<file path="config.mk">
export PLATFORM = sky130hd
export DESIGN_NAME = mdu_seq
export DESIGN_NICKNAME = d
export VERILOG_FILES = /design/src/rtl/mdu_seq.sv
export SDC_FILE = /design/constraint.sdc
export NUM_CORES = 1
export LEC_CHECK = 0
export ABC_AREA = 1
export CELL_PAD_IN_SITES_DETAIL_PLACEMENT = 1
export CELL_PAD_IN_SITES_GLOBAL_PLACEMENT = 1
export CORE_MARGIN = 5
export CORE_UTILIZATION = 43
export CTS_BUF_LIST = sky130_fd_sc_hd__clkbuf_4 sky130_fd_sc_hd__clkbuf_8 sky130_fd_sc_hd__clkbuf_16
export CTS_CLUSTER_DIAMETER = 30
export DETAILED_ROUTE_END_ITERATION = 7
export PLACE_DENSITY = 0.94
export SYNTH_ARGS = -nofsm -noshare
export SYNTH_HDL_FRONTEND = slang
export SYNTH_SLANG_ARGS = --single-unit
</file>
<file path="constraint.sdc">
create_clock -name clk -period 3.3 [get_ports clk]
set_input_delay 0.33 -clock clk [delete_from_list [all_inputs] [get_ports clk]]
set_output_delay 0.33 -clock clk [all_outputs]
set_load 0.01 [all_outputs]
</file>
<file path="src/rtl/mdu_seq.sv">
// mdu_seq: sequential multiply/divide unit that owns the HI/LO register pair.
// Radix-2 iterative datapath, one bit per cycle; WIDTH+1 cycles per op.
// Optional feature macro: MDU_ACCUM_EN (enables MADD/MSUB, op 100/101).
//
// Handshake: start is sampled only while the FSM is IDLE. An accepted
// MULT/DIV/MADD/MSUB raises busy from the next edge until the edge that
// writes HI/LO; done then pulses high for exactly one cycle. start seen
// while busy is dropped, so the issuer must hold off until busy=0.
module mdu_seq #(
  parameter int WIDTH = 32
) (
  input  logic             clk,
  input  logic             reset_n,
  input  logic             start,
  input  logic             sin,
  input  logic [2:0]       op,
  input  logic [WIDTH-1:0] in_1,
  input  logic [WIDTH-1:0] in_2,
  output logic             busy,
  output logic             done,
  output logic [WIDTH-1:0] hi,
  output logic [WIDTH-1:0] lo,
  output logic [1:0]       fsm_state
);

  localparam int CW = $clog2(WIDTH);

  localparam logic [2:0] OP_MTHI = 3'b000;
  localparam logic [2:0] OP_MTLO = 3'b001;
  localparam logic [2:0] OP_MULT = 3'b010;
  localparam logic [2:0] OP_DIV  = 3'b011;
`ifdef MDU_ACCUM_EN
  localparam logic [2:0] OP_MADD = 3'b100;
  localparam logic [2:0] OP_MSUB = 3'b101;
`else
  // op 100/101 are reserved in this build and fall into the ignored set.
`endif

  typedef enum logic [1:0] {
    S_IDLE = 2'd0,
    S_CALC = 2'd1,
    S_FIX  = 2'd2
  } state_t;

  state_t             state, state_nxt;
  logic [CW-1:0]      cnt;
  logic [2:0]         op_r;
  logic               neg_a, neg_b;
  logic [WIDTH:0]     a_mag, b_mag;
  logic [WIDTH-1:0]   a_raw;
  // Shared work register: MULT = {partial high, multiplier/low product},
  // DIV = {remainder, dividend shifting into quotient}.
  logic [2*WIDTH-1:0] p;

  logic               iter_op;
  logic               in1_neg, in2_neg;
  logic [WIDTH:0]     in1_ext, in2_ext, in1_mag, in2_mag;
  logic [WIDTH:0]     mul_sum;
  logic [2*WIDTH-1:0] mul_next;
  logic [WIDTH:0]     div_shift;
  logic               div_ge;
  logic [WIDTH-1:0]   div_diff;
  logic [2*WIDTH-1:0] div_next;
  logic [2*WIDTH-1:0] prod_fix;
  logic [WIDTH-1:0]   q_fix, r_fix;
  logic               b_zero;
`ifdef MDU_ACCUM_EN
  logic [2*WIDTH-1:0] acc_add, acc_sub;
`endif

  // Decode which op codes start an iterative operation.
  always_comb begin
    iter_op = 1'b0;
    case (op)
      OP_MULT, OP_DIV: iter_op = 1'b1;
`ifdef MDU_ACCUM_EN
      OP_MADD, OP_MSUB: iter_op = 1'b1;
`endif
      default: iter_op = 1'b0;
    endcase
  end

  // Operand magnitudes in WIDTH+1 bits so the most-negative value is exact.
  always_comb begin
    in1_neg = sin & in_1[WIDTH-1];
    in2_neg = sin & in_2[WIDTH-1];
    in1_ext = {in1_neg, in_1};
    in2_ext = {in2_neg, in_2};
    in1_mag = in1_neg ? -in1_ext : in1_ext;
    in2_mag = in2_neg ? -in2_ext : in2_ext;
  end

  // One shift-add step and one restoring-divide step, plus sign fix-up.
  always_comb begin
    mul_sum   = {1'b0, p[2*WIDTH-1:WIDTH]} + (p[0] ? a_mag : '0);
    mul_next  = {mul_sum, p[WIDTH-1:1]};
    div_shift = {p[2*WIDTH-1:WIDTH], p[WIDTH-1]};
    div_ge    = (div_shift >= b_mag);
    // When div_ge holds the true difference is below the divisor, so the
    // low WIDTH bits are the whole result.
    div_diff  = div_shift[WIDTH-1:0] - b_mag[WIDTH-1:0];
    div_next  = div_ge ? {div_diff, p[WIDTH-2:0], 1'b1}
                       : {div_shift[WIDTH-1:0], p[WIDTH-2:0], 1'b0};
    prod_fix  = (neg_a ^ neg_b) ? -p : p;
    q_fix     = (neg_a ^ neg_b) ? -p[WIDTH-1:0] : p[WIDTH-1:0];
    r_fix     = neg_a ? -p[2*WIDTH-1:WIDTH] : p[2*WIDTH-1:WIDTH];
    b_zero    = (b_mag == '0);
  end

`ifdef MDU_ACCUM_EN
  // Accumulate paths, modulo 2^(2*WIDTH).
  always_comb begin
    acc_add = {hi, lo} + prod_fix;
    acc_sub = {hi, lo} - prod_fix;
  end
`endif

  // FSM state register.
  always_ff @(posedge clk or negedge reset_n) begin
    if (!reset_n) state <= S_IDLE;
    else          state <= state_nxt;
  end

  // FSM next-state: IDLE -> CALC (WIDTH cycles) -> FIX -> IDLE.
  always_comb begin
    state_nxt = state;
    case (state)
      S_IDLE:  if (start && iter_op) state_nxt = S_CALC;
      S_CALC:  if (cnt == '0)        state_nxt = S_FIX;
      S_FIX:   state_nxt = S_IDLE;
      default: state_nxt = S_IDLE;
    endcase
  end

  assign busy      = (state != S_IDLE);
  assign fsm_state = state;

  // Operand latch on accept, then one datapath step per CALC cycle.
  always_ff @(posedge clk or negedge reset_n) begin
    if (!reset_n) begin
      cnt   <= '0;
      op_r  <= '0;
      neg_a <= 1'b0;
      neg_b <= 1'b0;
      a_mag <= '0;
      b_mag <= '0;
      a_raw <= '0;
      p     <= '0;
    end else begin
      case (state)
        S_IDLE: begin
          if (start && iter_op) begin
            op_r  <= op;
            neg_a <= in1_neg;
            neg_b <= in2_neg;
            a_mag <= in1_mag;
            b_mag <= in2_mag;
            a_raw <= in_1;
            cnt   <= CW'(WIDTH - 1);
            p     <= (op == OP_DIV) ? {{WIDTH{1'b0}}, in1_mag[WIDTH-1:0]}
                                    : {{WIDTH{1'b0}}, in2_mag[WIDTH-1:0]};
          end
        end
        S_CALC: begin
          p   <= (op_r == OP_DIV) ? div_next : mul_next;
          cnt <= cnt - 1'b1;
        end
        default: ;
      endcase
    end
  end

  // HI/LO writes (MTHI/MTLO in IDLE, results at the FIX edge) and done pulse.
  always_ff @(posedge clk or negedge reset_n) begin
    if (!reset_n) begin
      hi   <= '0;
      lo   <= '0;
      done <= 1'b0;
    end else begin
      done <= 1'b0;
      if (state == S_IDLE && start) begin
        case (op)
          OP_MTHI: hi <= in_1;
          OP_MTLO: lo <= in_1;
          default: ;
        endcase
      end else if (state == S_FIX) begin
        done <= 1'b1;
        case (op_r)
          OP_DIV: begin
            if (b_zero) begin
              hi <= a_raw;
              lo <= '1;
            end else begin
              hi <= r_fix;
              lo <= q_fix;
            end
          end
`ifdef MDU_ACCUM_EN
          OP_MADD: {hi, lo} <= acc_add;
          OP_MSUB: {hi, lo} <= acc_sub;
`endif
          default: {hi, lo} <= prod_fix;
        endcase
      end
    end
  end

endmodule

</file>
; ---- Word-level counts from Yosys, hierarchy flattened
; Cells that the tools add are included.
[classes]
n_addsub = 8
multipliers = 0
div_mod_pow = 0
magnitude_cmp = 1
n_eq_ne = 10
shifts = 0
mux = 29
bitwise = 3
n_reduce_logical = 15
[ops]
columns = op, n
row1 = $mux W32, 13
row2 = $mux W64, 4
row3 = $pmux W64 S2, 1
row4 = $mux W33, 3
row5 = $neg A33 Y33, 2
row6 = $neg A32 Y32, 2
row7 = $neg A64 Y64, 1
row8 = $add A32 B33 Y33, 1
row9 = $ge A33 B33 Y1, 1
row10 = $logic_not A33 Y1, 1
row11 = $sub A32 B32 Y32, 1
row12 = $pmux W5 S2, 1
row13 = $reduce_and A2 Y1, 5
row14 = $eq A3 B2 Y1 const B, 3
row15 = $reduce_bool A2 Y1, 3
row16 = $logic_not A5 Y1, 1
row17 = $mux W5, 1
row18 = $sub A5 B1 Y5 const B, 1
row19 = $mux W2, 2
row20 = $ne A2 B1 Y1 const B, 2
row21 = $ne A2 B2 Y1 const B, 2
row22 = $pmux W2 S2, 1
row23 = $eq A3 B1 Y1 const B, 1
row24 = $logic_not A3 Y1, 1
row25 = 8 further kinds, 12
[totals]
register_bits = 239
latchBits = 0
ramBits = 0
mem_bits_ro = 0
input_bits = 71
output_inout_bits = 68
wordCells = 78
n_memories = 0

; ---- Longest topological paths before layout
[depth]
depth_word = 6
depth_mapped = 20

; ---- Worst setup path before layout
; OpenSTA, ideal clock, no wires.
[synth_timing]
path_kind = reg-to-reg
from = register p[0]
to = register p[59]
setup_ns = 0.116
arrival_ns = 2.440
t_required_ns = 3.184
path_slack_ns = 0.743
path_stages_with_launch = 20
synth_period_minus_slack_ns = 2.557
cell_sequence = dfrtp_1 > buf_2 > buf_1 > nand2_1 > inv_1 > ha_1 > inv_1 > fa_1 > o21ai_1 > nand2_1 > nand2_1 > nand2_1 > nand2_1 > nand2_1 > nand3_1 > nand2_1 > nor2_1 > nor2_1 > nand2_1 > nand2_1
[synth_between]
elab_chain_cells = 4
[synth_rtl]
columns = element, line
row1 = "start, declared", 53  ; logic [2*WIDTH-1:0] p;
row2 = "start signal, assigned", 160  ; p <= (op == OP_DIV) ? {{WIDTH{1'b0}}, in1_mag[WIDTH-1:0]}
row3 = "start signal, assigned", 165  ; p <= (op_r == OP_DIV) ? div_next : mul_next;
row4 = $mux W33, 95  ; mul_sum = {1'b0, p[2*WIDTH-1:WIDTH]} + (p[0] ? a_mag : '0);
row5 = $add A32 B33 Y33, 95
row6 = $mux W64, 165
row7 = $pmux W64 S2, 150  ; case (state)
; No other way between the ends.
; A chain may end at the register's enable or synchronous reset.

; ---- Worst setup path after layout
[layout_timing]
from = register b_mag[31]
to = register lo[0]
[layout_between]
elab_chain_cells = 5
[layout_rtl]
columns = element, line
row1 = "start, declared", 49  ; logic [WIDTH:0] a_mag, b_mag;
row2 = "start signal, assigned", 157  ; b_mag <= in2_mag;
row3 = $logic_not A33 Y1, 107  ; b_zero = (b_mag == '0);
row4 = $mux W32, 191  ; if (b_zero) begin
row5 = $mux W32, 189  ; case (op_r)
row6 = $mux W32, 187  ; end else if (state == S_FIX) begin
row7 = $mux W32, 181  ; if (state == S_IDLE && start) begin
row8 = "end signal, assigned", 184  ; OP_MTLO: lo <= in_1;
row9 = "end signal, assigned", 196  ; lo <= q_fix;
row10 = "end signal, assigned", 203  ; default: {hi, lo} <= prod_fix;
row11 = "end, declared", 22  ; output logic [WIDTH-1:0] lo,
; No other way between the ends. The select of a mux whose other input is x is not followed.

==> summary.md <==
The run finished with clean final reports. TritonCTS built the clock tree. The signal on the critical path passes through inv_1 > nand3_1 > nor2_1 > nand3_1 > nor2_2 > nand2_1 > inv_2 > o21ai_0 > a21oi_1. Kind of cell with the highest combined delay on the critical path: simple AND/OR/NAND/NOR gates.

The fraction of final layout cells sized beyond drive strength 1 was 0.0663; the arithmetic-cell share of the synthesized area counting full adders, half adders and majority gates was 0.0432. The maximum root-to-sink buffer count is 3, and the clock-pin slew of the registers on the worst-case setup and hold paths is 0.05 ns. Critical path startpoint category: a register. The average detailed-routed wire length per instance was 27.9 um; the global-route wire length before repair was 182000 um.

TritonCTS created 69 clock buffers. The fmax is 0.307 GHz, and the final weighted congestion in routability-driven placement is 1.06. The worst hold path belongs to the class in -> async. The post-synthesis register bit count was 238; the number of nets with antenna violations after detailed routing was 0. Setup repair after global routing left no endpoint under its margin.

The total routing resource utilization after global routing is 0.446. The post-synthesis instance area was 21500 um^2. Together, buffers and inverters on the worst path number 2. The final total negative setup slack came out at 0 ns. At the placement stage, the worst setup path has a slack of 0.331 ns. The pin count of the biggest net entering global routing is 93, and the number of pins exceeding their max-slew limit in the final report is 0. For the worst clock skew, the log shows 0.0444 ns.

For this run, design rule violations remaining after detail routing come to 0. The share of total power consumed by net switching was 0.558. The cell leakage power was 13.1 nW; the peak supply drop was 1500 uV. The tools report the total congestion overflow as 0. Buffers placed on the I/O ports in this run total 138.

After layout, the minimum clock period comes to 3.26 ns. The area of the die came out at 54500 um^2. The internal portion of the total power is 15.7 mW. The most frequent cell on the critical path was nand3_1. The tools report the row count as 81.

The number of placed instances with taps included was 4338; the sink count of the clock tree was 238. The library cell used most frequently in the layout, excluding fill and tap cells, is nand2_1. A synthesized cell averages 5.95 um^2. The synthesized netlist contains 46 unique library cells.

The logs give 3607 for the instance count of the mapped netlist and 3891 for the net count reported at finish. The total power per unit cell area was 1360 nW/um^2; the part of the total power dissipated in combinational logic was 0.614. The first detailed-routing pass took 6 iterations. For the worst slew margin relative to its limit, the log shows 0.124.

Detailed routing inserted a total of 28259 vias. Measured along the x axis, the die boundary spans 233 um. For the power share of the clock group, the log shows 0.203. In the final layout, flip-flops and latches occupy 5960 um^2. The logs give 26100 um^2 for the final design instance area without fill and 3.84 ns for the data required time of the critical path. The worst setup path is of the reg -> reg kind. Setup slack on the critical path of the routed design comes to 0.0423 ns. By area, the combinational part of the netlist is dominated by simple AND/OR/NAND/NOR gates. Once layout is complete, the cells apart from fillers number 4477. For the net count after synthesis, the log shows 3751. The cell sitting at the root of the clock tree is a clkbuf_16.

The die height is 233 um. The proportion of synthesized chip area in sequential cells was 0.277; the max-cap violation count was 0. The initial antenna violation count is 18. The post-synthesis share of cell area spent on and, or, nand and nor gates is 0.404. In the routed layout, each cell is associated on average with a via count of 6.31. The data arrival time of the worst path came out at 3.80 ns. Relative to the synthesized area, the layout overhead comes to 21.7%. The initial standard-cell utilization of the core was 0.437; the synthesis warning total was 0. The final period utilization is 0.987, and the number of H-tree levels is 3. The area fraction in compound gates after synthesis is 0.130. The library cells used most frequently in the layout, excluding fill and tap cells, are nand2_1, nor2_1, inv_1, nand3_1, dfrtp_1. The count of routing violations after the opening detailed-route iteration is 4090. The transition time at the pin with the least slew margin works out to 1.31 ns. The worst setup path is captured at a register.

Placeable core area: 49200 um^2. The multi-input combinational cells in the finished layout cover a total of 13400 um^2. The final layout contains routed wiring with a total length of 125000 um. In this run the power spent charging and discharging nets is 19.8 mW. The slowest stage of the critical path belongs to the cell o21ai_0. After legalization and detailed placement, the total HPWL measured 86300 um. For this design the top-level I/O count stands at 139. The via count of the first global-routing pass is 28737, and the maximum net fanout on the critical path is 27. The run gives 0.64 ns as the worst-skew pair later-pin latency.

Setup violations remaining at the end of the flow were counted as 0. Total power consumption of the routed design: 35.5 mW. The critical path's largest stage delay was 0.54 ns; the count of final hold-check violations was 0. The placed instances occupy a cell area of 23600 um^2. The xor and xnor area share after synthesis works out to 0.0437. The run gives 6667 as the number of fillers in the final layout.

The multiplexer share of the synthesized area was 0; the sequential group share of total power was 0.184.
==> final timing paths <==
kind                            startpoint         to  slack [ns]  cells past startpoint
worst max-delay path             b_mag[31]      lo[0]        0.04                      9
worst min-delay path               reset_n     hi[26]        0.26                      2
worst max register to register   b_mag[31]      lo[0]        0.04                      9
worst min register to register      hi[15]     hi[15]        0.49                      2
max in group asynchronous          reset_n   b_mag[1]        2.10                      3
min in group clk                  in_2[11]  b_mag[11]        0.41                      3
==> cell usage after synthesis (all sizes together) <==
library cell / n / share of area
o21ai: 246 / 0.058
xor2: 91 / 0.037
clkbuf: 73 / 0.013
a21o: 4 / 0.0014
ha: 71 / 0.041
inv: 429 / 0.075
nor3: 32 / 0.0079
or2: 5 / 0.0015
o31ai: 1 / 0.00035
a21oi: 183 / 0.043
nand3b: 21 / 0.0073
nor2: 539 / 0.097
xnor2: 16 / 0.0065
fa: 2 / 0.0019
nand2b: 1 / 0.00029
a31oi: 40 / 0.012
buf: 55 / 0.014
a22oi: 6 / 0.0021
dfrtp: 238 / 0.28
o21bai: 9 / 0.0031
o22ai: 1 / 0.00029
clkinv: 2 / 0.00035
nor4: 2 / 0.00058
o21a: 4 / 0.0014
nand2: 1180 / 0.21
nand3: 280 / 0.066
o41ai: 1 / 0.00041
and2: 6 / 0.0017
o221ai: 1 / 0.00041
nand4: 44 / 0.013
o211ai: 23 / 0.0080
a211oi: 1 / 0.00035
==> timing repair <==
action	in CTS	in global routing
resized for setup	0	1
buffers inserted	0	1
hold buffers	1	0
endpoints found under the setup margin	0	24
hold endpoints to repair	53	0
==> registers in the layout (all words and copies together) (netlist names) <==
signal and count:
a_raw 31, hi 32, done 1, op_r 3, p 64, cnt 5
neg_a 1, neg_b 1, b_mag 33, fsm_state 2, a_mag 33, lo 32
==> through the flow <==
stage,hold WS [ns],util
after detailed placement,0.289,0.481
final,0.260,0.532
after global routing,0.295,0.531
after floorplan,0.0344,-
after CTS,0.266,0.531
after global placement,0.287,0.481
==> metal layers <==
layer	GRT usage	wire, um	share of wire	vias up
met3	0.169	16000	0.13	791
met4	0.291	10900	0.087	20
met2	0.676	52700	0.42	2155
met5	0.00735	190	0.0015	-
met1	0.529	45000	0.36	13503
li1	-	-	-	11790
==> area by class of cell <==
type                    instances  area share
well taps                     664      0.0318
clock buffers                  93      0.0760
clock inverters                34      0.0176
flip-flops and latches        238       0.228
diodes                         10    0.000958
inverters                     431      0.0619
repair buffers                197      0.0720
multi-input cells            2810       0.512
==> kinds of logic after synthesis <==
kind of cell    Yosys count
simple gates           2110
buf+inv                 559
compound gates          520
flops                   238
xor+xnor                107
fa+ha+maj                73
==> power by group through the flow <==
stage               clock network [mW]  registers, mW  logic [mW]
global route                      7.30           6.46        23.0
global placement                     0           6.08        19.4
floorplan                            0           5.54        12.6
finish                            7.18           6.52        21.8
CTS                               7.11           6.30        20.7
detailed placement                   0           6.18        19.8
Power figures use the tool's default switching activity.
